### src/rtl/axi_accel_cfg_slave.sv
// axi_accel_cfg_slave: AXI4 responder that terminates single-beat accesses to the
// accelerator config bank (ID, STATUS, ADDR, WDATA, CTRL) and drives start/busy/done.
module axi_accel_cfg_slave #(
  parameter int unsigned AXI_ID_WIDTH   = 5,
  parameter int unsigned AXI_ADDR_WIDTH = 64,
  parameter int unsigned AXI_DATA_WIDTH = 64,
  parameter logic [63:0] ID_VALUE       = 64'h5354_524C_0000_0001
) (
  input  logic                      clk_i,
  input  logic                      rst_ni,
  input  logic                      aw_valid_i,
  output logic                      aw_ready_o,
  input  logic [AXI_ID_WIDTH-1:0]   aw_id_i,
  input  logic [AXI_ADDR_WIDTH-1:0] aw_addr_i,
  input  logic [7:0]                aw_len_i,
  input  logic [2:0]                aw_size_i,
  input  logic                      w_valid_i,
  output logic                      w_ready_o,
  input  logic [AXI_DATA_WIDTH-1:0] w_data_i,
  input  logic [7:0]                w_strb_i,
  input  logic                      w_last_i,
  output logic                      b_valid_o,
  input  logic                      b_ready_i,
  output logic [AXI_ID_WIDTH-1:0]   b_id_o,
  output logic [1:0]                b_resp_o,
  input  logic                      ar_valid_i,
  output logic                      ar_ready_o,
  input  logic [AXI_ID_WIDTH-1:0]   ar_id_i,
  input  logic [AXI_ADDR_WIDTH-1:0] ar_addr_i,
  input  logic [7:0]                ar_len_i,
  output logic                      r_valid_o,
  input  logic                      r_ready_i,
  output logic [AXI_ID_WIDTH-1:0]   r_id_o,
  output logic [AXI_DATA_WIDTH-1:0] r_data_o,
  output logic [1:0]                r_resp_o,
  output logic                      r_last_o,
  output logic [63:0]               acc_addr_o,
  output logic [63:0]               acc_wdata_o,
  output logic                      acc_start_o,
  input  logic                      acc_done_i
);

  if (AXI_DATA_WIDTH != 64) begin : gen_width_check
    $error("axi_accel_cfg_slave: AXI_DATA_WIDTH must be 64");
  end

  localparam logic [1:0] RESP_OKAY   = 2'b00;
  localparam logic [1:0] RESP_SLVERR = 2'b10;

  typedef enum logic [1:0] {W_IDLE, W_DATA, W_RESP} wstate_t;
  typedef enum logic {R_IDLE, R_DATA} rstate_t;

  wstate_t                 wstate_reg, wstate_next;
  rstate_t                 rstate_reg, rstate_next;

  logic [AXI_ID_WIDTH-1:0] wid_reg;
  logic [2:0]              widx_reg;
  logic [7:0]              wlen_reg;
  logic [1:0]              bresp_reg;

  logic [AXI_ID_WIDTH-1:0] rid_reg;
  logic [7:0]              rlen_reg;
  logic [7:0]              rcnt_reg;
  logic [63:0]             rdata_reg;
  logic [1:0]              rresp_reg;

  logic [63:0]             addr_reg, addr_next;
  logic [63:0]             wdata_reg, wdata_next;
  logic                    busy_reg, busy_next;
  logic                    done_reg, done_next;
  logic                    start_reg;

  logic aw_hs, w_hs, ar_hs, r_hs;
  logic commit, wr_status, wr_addr, wr_wdata, wr_ctrl;
  logic start_req, do_start, done_clr, beat_err;
  logic [63:0] rd_snap;
  logic        rd_err;

  // Only addr[5:3] selects a register; size is implied by the fixed 64-bit bus.
  logic unused_inputs;
  assign unused_inputs = ^{aw_size_i, aw_addr_i[AXI_ADDR_WIDTH-1:6], aw_addr_i[2:0],
                           ar_addr_i[AXI_ADDR_WIDTH-1:6], ar_addr_i[2:0]};

  assign aw_hs = aw_valid_i & aw_ready_o;
  assign w_hs  = w_valid_i & w_ready_o;
  assign ar_hs = ar_valid_i & ar_ready_o;
  assign r_hs  = r_valid_o & r_ready_i;

  // ---------------- write channel ----------------
  always_comb begin
    wstate_next = wstate_reg;
    aw_ready_o  = 1'b0;
    w_ready_o   = 1'b0;
    b_valid_o   = 1'b0;
    case (wstate_reg)
      W_IDLE: begin
        aw_ready_o = 1'b1;
        if (aw_valid_i) wstate_next = W_DATA;
      end
      W_DATA: begin
        w_ready_o = 1'b1;
        if (w_valid_i && w_last_i) wstate_next = W_RESP;
      end
      W_RESP: begin
        b_valid_o = 1'b1;
        if (b_ready_i) wstate_next = W_IDLE;
      end
      default: wstate_next = W_IDLE;
    endcase
  end

  // Bursts are drained beat by beat but never committed.
  assign commit    = w_hs && (wlen_reg == 8'd0);
  assign wr_status = commit && (widx_reg == 3'd1);
  assign wr_addr   = commit && (widx_reg == 3'd2);
  assign wr_wdata  = commit && (widx_reg == 3'd4);
  assign wr_ctrl   = commit && (widx_reg == 3'd5);
  assign start_req = wr_ctrl && w_strb_i[0] && w_data_i[0];
  assign do_start  = start_req && !busy_reg;
  assign done_clr  = wr_status && w_strb_i[0] && w_data_i[1];
  assign beat_err  = (wlen_reg != 8'd0) || (widx_reg[2:1] == 2'b11) || (start_req && busy_reg);

  always_ff @(posedge clk_i or negedge rst_ni) begin
    if (!rst_ni) begin
      wstate_reg <= W_IDLE;
      wid_reg    <= '0;
      widx_reg   <= '0;
      wlen_reg   <= '0;
      bresp_reg  <= RESP_OKAY;
    end else begin
      wstate_reg <= wstate_next;
      if (aw_hs) begin
        wid_reg   <= aw_id_i;
        widx_reg  <= aw_addr_i[5:3];
        wlen_reg  <= aw_len_i;
        bresp_reg <= RESP_OKAY;
      end else if (w_hs && beat_err) begin
        bresp_reg <= RESP_SLVERR;
      end
    end
  end

  assign b_id_o   = wid_reg;
  assign b_resp_o = bresp_reg;

  // ---------------- register bank ----------------
  for (genvar gi = 0; gi < 8; gi++) begin : gen_lane
    assign addr_next[gi*8 +: 8]  = (wr_addr && w_strb_i[gi])  ? w_data_i[gi*8 +: 8] : addr_reg[gi*8 +: 8];
    assign wdata_next[gi*8 +: 8] = (wr_wdata && w_strb_i[gi]) ? w_data_i[gi*8 +: 8] : wdata_reg[gi*8 +: 8];
  end

  // A completion landing on the same edge as a W1C keeps done set.
  assign busy_next = do_start || (busy_reg && !acc_done_i);
  assign done_next = acc_done_i || (done_reg && !done_clr);

  always_ff @(posedge clk_i or negedge rst_ni) begin
    if (!rst_ni) begin
      addr_reg  <= '0;
      wdata_reg <= '0;
      busy_reg  <= 1'b0;
      done_reg  <= 1'b0;
      start_reg <= 1'b0;
    end else begin
      addr_reg  <= addr_next;
      wdata_reg <= wdata_next;
      busy_reg  <= busy_next;
      done_reg  <= done_next;
      start_reg <= do_start;
    end
  end

  assign acc_addr_o  = addr_reg;
  assign acc_wdata_o = wdata_reg;
  assign acc_start_o = start_reg;

  // ---------------- read channel ----------------
  always_comb begin
    rd_snap = '0;
    rd_err  = 1'b0;
    case (ar_addr_i[5:3])
      3'd0:       rd_snap = ID_VALUE;
      3'd1:       rd_snap = {62'd0, done_reg, busy_reg};
      3'd2:       rd_snap = addr_reg;
      3'd4:       rd_snap = wdata_reg;
      3'd6, 3'd7: rd_err  = 1'b1;
      default:    rd_snap = '0;
    endcase
    if (ar_len_i != 8'd0) begin
      rd_snap = '0;
      rd_err  = 1'b1;
    end
  end

  always_comb begin
    rstate_next = rstate_reg;
    ar_ready_o  = 1'b0;
    r_valid_o   = 1'b0;
    case (rstate_reg)
      R_IDLE: begin
        ar_ready_o = 1'b1;
        if (ar_valid_i) rstate_next = R_DATA;
      end
      R_DATA: begin
        r_valid_o = 1'b1;
        if (r_ready_i && r_last_o) rstate_next = R_IDLE;
      end
      default: rstate_next = R_IDLE;
    endcase
  end

  // Data is captured at the AR handshake, so a same-edge write is not observed.
  always_ff @(posedge clk_i or negedge rst_ni) begin
    if (!rst_ni) begin
      rstate_reg <= R_IDLE;
      rid_reg    <= '0;
      rlen_reg   <= '0;
      rcnt_reg   <= '0;
      rdata_reg  <= '0;
      rresp_reg  <= RESP_OKAY;
    end else begin
      rstate_reg <= rstate_next;
      if (ar_hs) begin
        rid_reg   <= ar_id_i;
        rlen_reg  <= ar_len_i;
        rcnt_reg  <= 8'd0;
        rdata_reg <= rd_snap;
        rresp_reg <= rd_err ? RESP_SLVERR : RESP_OKAY;
      end else if (r_hs && !r_last_o) begin
        rcnt_reg <= rcnt_reg + 8'd1;
      end
    end
  end

  assign r_last_o = (rstate_reg == R_DATA) && (rcnt_reg == rlen_reg);
  assign r_id_o   = rid_reg;
  assign r_data_o = rdata_reg;
  assign r_resp_o = rresp_reg;

endmodule

### config.mk
export PLATFORM = sky130hd
export DESIGN_NAME = axi_accel_cfg_slave
export DESIGN_NICKNAME = d
export VERILOG_FILES = /design/src/rtl/axi_accel_cfg_slave.sv
export SDC_FILE = /design/constraint.sdc
export NUM_CORES = 1
export LEC_CHECK = 0
export BUFFER_PORTS_ARGS = -buffer_cell sky130_fd_sc_hd__buf_2
export CORE_AREA = 2 2 173 175
export DETAILED_ROUTE_END_ITERATION = 6
export DIE_AREA = 0 0 175 177
export GPL_TIMING_DRIVEN = 0
export HOLD_SLACK_MARGIN = 0.02
export PLACE_DENSITY = 0.74
export REMOVE_ABC_BUFFERS = 1
export SLEW_MARGIN = 20
export SYNTH_ARGS = -nofsm -noshare
export SYNTH_HDL_FRONTEND = slang
export SYNTH_SLANG_ARGS = --single-unit
### constraint.sdc
create_clock -name clk_i -period 3.5 [get_ports clk_i]
set_input_delay 0.35 -clock clk_i [delete_from_list [all_inputs] [get_ports clk_i]]
set_output_delay 0.35 -clock clk_i [all_outputs]
set_load 0.05 [all_outputs]
==> results of run 1 <==
## cell type report
| cell class | count | area, um2 | area share (%) |
|---|---|---|---|
| multi-input cells | 484 | 4110 | 30.8 |
| repair buffers | 334 | 1840 | 13.8 |
| clock inverters | 14 | 151 | 1.13 |
| diodes | 2 | 5.00 | 0.0375 |
| clock buffers | 35 | 756 | 5.66 |
| inverters | 18 | 67.6 | 0.506 |
| flip-flops and latches | 237 | 5930 | 44.4 |
| well taps | 390 | 488 | 3.65 |
## critical path: stages (launching register included)
cell     delay [ps]
dfrtp_1         470
xnor2_1         230
nand4_1         170
nor4_4          630
buf_2           390
## worst paths after layout
kind | end | slack [ps]
min | wlen_reg[5] | 50
min in group asynchronous | r_id_o[4] | 430
min reg2reg | r_data_o[33] | 470
max reg2reg | r_data_o[8] | 1170
max | r_last_o | 720
max in group asynchronous | r_data_o[29] | 2140
## per-layer routing
| metal | vias to the layer above | GRT usage, % |
|---|---|---|
| met5 | - | 0 |
| met3 | 47 | 5.28 |
| met4 | 6 | 5.03 |
| met1 | 3893 | 23.1 |
| met2 | 282 | 31.5 |
| li1 | 3426 | - |
## power groups by stage
stage / combinational [W] / sequential, W / clock [W]
6_report: 0.00139 / 0.00325 / 0.00288
3_3_place_gp: 0.00134 / 0.00328 / 0
2_1_floorplan: 0.000666 / 0.00356 / 0
5_1_grt: 0.00149 / 0.00329 / 0.00306
4_1_cts: 0.00141 / 0.00325 / 0.00294
3_5_place_dp: 0.00140 / 0.00329 / 0
## logic make-up after synthesis
| logic type | after synthesis | synth area share [%] |
|---|---|---|
| buf+inv | 58 | 2.63 |
| flops | 237 | 57.7 |
| xor+xnor | 8 | 0.681 |
| other cells | 1 | 0.0365 |
| mux | 160 | 19.2 |
| fa+ha+maj | 1 | 0.122 |
| compound gates | 168 | 9.75 |
| simple gates | 145 | 9.87 |
## stage by stage
| stage | hold slack, ps | setup WS, ps | area (um2) |
|---|---|---|---|
| 2_1_floorplan | 54.4 | -681 | 10100 |
| 3_5_place_dp | 403 | 987 | 12400 |
| 5_1_grt | 28.5 | 542 | 13400 |
| 4_1_cts | 23.3 | 681 | 13300 |
| 6_report | 46.8 | 721 | 13400 |
| 3_3_place_gp | 457 | -3380 | 12200 |
## timing repair
action                    CTS  global route
gates resized for setup     0             0
hold buffers                2             0
buffers inserted            0             0
hold endpoints to repair   84             0
## layout by cell type, fill, tap and decap left out, types with 3 or more instances in the layout
cell type and count:
buf_2 322, dfrtp_1 237, mux2_2 108, nand2_1 74, o21ai_0 66, a22oi_1 49, mux2_4 48, a21oi_1 36
clkbuf_16 27, inv_1 17, nor2_8 16, nor2_1 10, clkinv_2 9, xnor2_1 7, nand4_1 6, clkbuf_8 5
nand3_1 4, or2b_1 4, o211ai_1 4, buf_8 4, buf_16 4, nor4_4 3, mux2i_1 3, clkbuf_1 3
bufinv_16 3
==> results_dict.tcl, run 1 <==
set metrics [dict create \
    status "finished, final reports clean" \
    ys_seq_elements 237 \
    top_layer_used "met5" \
    fp.dieW_um 175 \
    rr_startpoint "rstate_reg" \
    wl_met1_mm 11.9 \
    vias 7654 \
    vdd_drop_max_mv 0.536 \
    grt_pass1_wl_mm 45.0 \
    netSwitchingPower_w 0.00230 \
    min-delay-start "aw_len_i[5]" \
    cts.reportedPaths.clkPinSlew_ps 60 \
    power_w 0.00751 \
    cts_tree "yes" \
    cp-end-kind "output pin" \
    root_buffer "clkbuf_16" \
    maxSlewViolCount 0 \
    hpwl_mm 20.7 \
    p_int_w 0.00522 \
    tns_ps 0 \
    arrival_ps 2430 \
    start_kind "flip-flop" \
    ys_seq_area_share_pct 57.7 \
    synth_area_leaders "dfrtp_1, mux2_2, mux2_4, a22oi_1, o21ai_0" \
    final_cells 1514 \
    max_slew_margin_pct 49.5 \
    yosys.area.top_type_share_pct 57.7 \
    syn2layout_area_growth_pct 29.9 \
    fin_crit_sh_pct 79.4 \
    cts_buffers 27 \
    track_usage_pct 18.5 \
    start_util_pct 35.2 \
    drive_above_1_share_pct 50.3 \
    seqPwrFrac_pct 43.2 \
    die_h_um 177 \
    h-tree-depth 1 \
    io_buffers 323 \
    rr_worst_depth 7 \
    dieArea_um2 31000 \
    rsz0062_at_grt "false" \
    routedWlPerCell_um 19.4 \
    worst_ep_required_time_ps 3150 \
    syn_area_um2 10300 \
    viasPerCell 5.06 \
    p_sw_share_pct 30.6 \
    remaining_drc_errors 0 \
    wl_met3_mm 2.38 \
    syn_inst 778 \
    yosysWarnings 0 \
    synth_most_common_cell "dfrtp_1" \
    grt_max_degree 98 \
    cap_violations 0 \
    wl_mm 29.3 \
    clock_latency_ps 530 \
    cts_sinks 237 \
    synth_cell_types 53 \
    dp.cells 1461 \
    crit_start "rcnt_reg[0]" \
    criticalPathCategory "flip-flop to output pin" \
    synth-edff-count 0 \
    antenna_found_initial 5 \
    leakage_nw 7.09 \
    setup_viol 0 \
    async_reset_ff_share_pct 100 \
    synthFlopType "dfrtp_1" \
    hp-class "input pin to flip-flop" \
    drt_pre_antenna_iters 4 \
    nNetsFinal 1341 \
    yosysTopAreaCell "dfrtp_1" \
    synth.avg_cell_area_um2 13.2 \
    fin_util_pct 45.7 \
    worstMarginPinSlew_ps 757 \
    ys_top_cells_by_count "dfrtp_1, mux2_2, nand2_1" \
    core-area_um2 29200 \
    drt_iter0_drc 323 \
    worstPathMaxFanout 15 \
    overflow 0 \
    p_per_area_nw_per_um2 563 \
    pwr-share-comb_pct 18.5 \
    clk_path_buf_depth 3 \
    gp_congestion 0.826 \
    fillers 2665 \
    fmax_mhz 360 \
    wl_met2_mm 14.4 \
    hold_viol 0 \
    num_rows 63 \
    clock_power_share_pct 38.3 \
    hold_path_depth 2 \
    ant_nets 0 \
    grt_pass1_vias 7863 \
    fin_skew_ps 22.0 \
    fin_crit_ps 2780 \
    ios 451 \
]
Note: power is estimated with default switching activity, not from simulation.
==> run 2, diff against run 1 <==
Settings changed: CORE_AREA 2 2 173 175 to 2 2 178 180, DIE_AREA 0 0 175 177 to 0 0 180 182, PLACE_DENSITY 0.74 to 0.73.
Clock period 3.5 ns to 2.45 ns, I/O delays scaled along.
==> run 2 against run 1 <==
  * First-iteration DRC count rose by 7.4%
  * Die area increased by 5.8%
  * Register-to-register slack got worse by 980 ps
  * Global-route usage rose by 0.056 points
  * Final cell count increased by 7.2%
  * Critical path type is now flip-flop to flip-flop
  * Critical endpoint is now acc_addr_o[33]
  * Largest cell class unchanged
==> results_dict.tcl, run 2 (synthesis gave the netlist of run 1 again) <==
set metrics [dict create \
    cts_buffers 27 \
    start_kind "flip-flop" \
    max_slew_margin_pct 48.1 \
    cap_violations 0 \
    vias 8120 \
    ant_nets 0 \
    remaining_drc_errors 0 \
    antenna_found_initial 1 \
    root_buffer "clkbuf_16" \
    viasPerCell 5.00 \
    cp_num_cells 5 \
    leakage_nw 7.50 \
    worst_ep_required_time_ps 2860 \
    cts_tree "yes" \
    clock_latency_ps 530 \
    path_buf_inv 0 \
    pwr-share-comb_pct 19.4 \
    io_buffers 323 \
    wl_mm 31.0 \
    rr_worst_depth 5 \
    rr_startpoint "wlen_reg[5]" \
    fin_crit_sh_pct 92.3 \
    fmax_mhz 442 \
    core-area_um2 31000 \
    crit_family "simple AND/OR/NAND/NOR gates" \
    p_int_w 0.00767 \
    die_h_um 182 \
    worstMarginPinSlew_ps 778 \
    track_usage_pct 18.6 \
    cts_sinks 237 \
    crit_start "wlen_reg[5]" \
    mostFrequentLayoutCell "buf_2" \
    path_cells "nor4_4 > and3_4 > nand3b_4 > nor2_8 > mux2_2" \
    clk_path_buf_depth 3 \
    dieArea_um2 32800 \
    ff2ff_setup_slack_ps 190 \
    rsz0062_at_grt "false" \
    clock_power_share_pct 38.4 \
    overflow 0 \
    ctsResizeCount 0 \
    power_w 0.0110 \
    hpwl_mm 20.3 \
    routedWlPerCell_um 19.1 \
    p_sw_share_pct 30.1 \
    setup_viol 0 \
    fin_crit_ps 2260 \
    drt_iter0_drc 347 \
    cp-end-kind "flip-flop" \
    fp.dieW_um 180 \
    max_stage_delay_ps 410 \
    drt_pre_antenna_iters 6 \
    grt_max_degree 93 \
    maxSlewViolCount 0 \
    post-place-ws_ps 18.3 \
    hp-class "input pin to flip-flop" \
    syn2layout_area_growth_pct 39.7 \
    arrival_ps 2670 \
    final_cell_mix "buf_2, dfrtp_1, mux2_2" \
    endpoint "acc_addr_o[33]" \
    num_rows 65 \
    r2r_end "acc_addr_o[33]" \
    start_util_pct 33.2 \
    worstPathMaxFanout 8 \
    setup_slack_ps 190 \
    criticalPathCategory "flip-flop to flip-flop" \
    seqPwrFrac_pct 42.2 \
    ios 451 \
    gp_congestion 0.753 \
    hold_viol 0 \
    cts.reportedPaths.clkPinSlew_ps 60 \
    drive_above_1_share_pct 46.0 \
    netSwitchingPower_w 0.00331 \
    nNetsFinal 1439 \
    cp_slowest_cell "dfrtp_1" \
    fin_skew_ps 10.2 \
    vdd_drop_max_mv 0.826 \
    p_per_area_nw_per_um2 764 \
    h-tree-depth 1 \
    grt_pass1_wl_mm 48.4 \
    status "finished, final reports clean" \
    grt_pass1_vias 8616 \
]
## run 2: cell type report
type / count / area, um2
Antenna cell: 1 / 2.50
Clock buffer: 39 / 771
Clock inverter: 10 / 150
Fill cell: 2685 / 16600
Inverter: 18 / 67.6
Multi-Input combinational cell: 484 / 4110
Sequential cell: 237 / 5930
Tap cell: 402 / 503
Timing Repair Buffer: 432 / 2820
## run 2: worst min-delay path, cell delays in order
cell	delay (ps)
buf_2	120
nor2_1	90
a31oi_1	140
## run 2: layer usage
| layer | vias to the layer above | track usage [%] | wire length [um] |
|---|---|---|---|
| met4 | 0 | 6.50 | 935 |
| li1 | 3627 | - | - |
| met1 | 4094 | 22.6 | 12500 |
| met5 | - | 0 | 0 |
| met2 | 333 | 32.5 | 15500 |
| met3 | 66 | 4.07 | 2090 |
## run 2: power by group through the flow
stage | sequential, W | clock (W) | combinational, W
final | 0.00463 | 0.00422 | 0.00213
after global routing | 0.00469 | 0.00449 | 0.00227
after CTS | 0.00463 | 0.00432 | 0.00213
after detailed placement | 0.00471 | 0 | 0.00199
after global placement | 0.00468 | 0 | 0.00192
after floorplan | 0.00509 | 0 | 0.000952
## run 2: through the flow
stage          cell area, um2  cells  TNS (ps)  hold WS [ps]  util (%)
2_1_floorplan           10100    739   -107760         -50.6         -
3_3_place_gp            12200   1464  -1029260           437      39.4
3_5_place_dp            12400   1473         0           244      40.1
4_1_cts                 14400   1622         0          78.1      46.3
5_1_grt                 14400   1623         0           114      46.3
6_report                14400   1623         0           114      46.3
## run 2: worst min-delay path by stage
stage,from,to,cells past startpoint
after floorplan,rst_ni,acc_addr_o[0],0
after global placement,acc_done_i,busy_reg,2
after detailed placement,rst_ni,r_data_o[12],1
after CTS,ar_valid_i,rstate_reg,3
after global routing,ar_valid_i,rstate_reg,3
final,ar_valid_i,rstate_reg,3
## run 2: timing repair
item                       4_1_cts  5_1_grt
hold buffers                    99        0
hold endpoints to repair       235        0
buffers inserted                 1        0
setup endpoints to repair        1        0
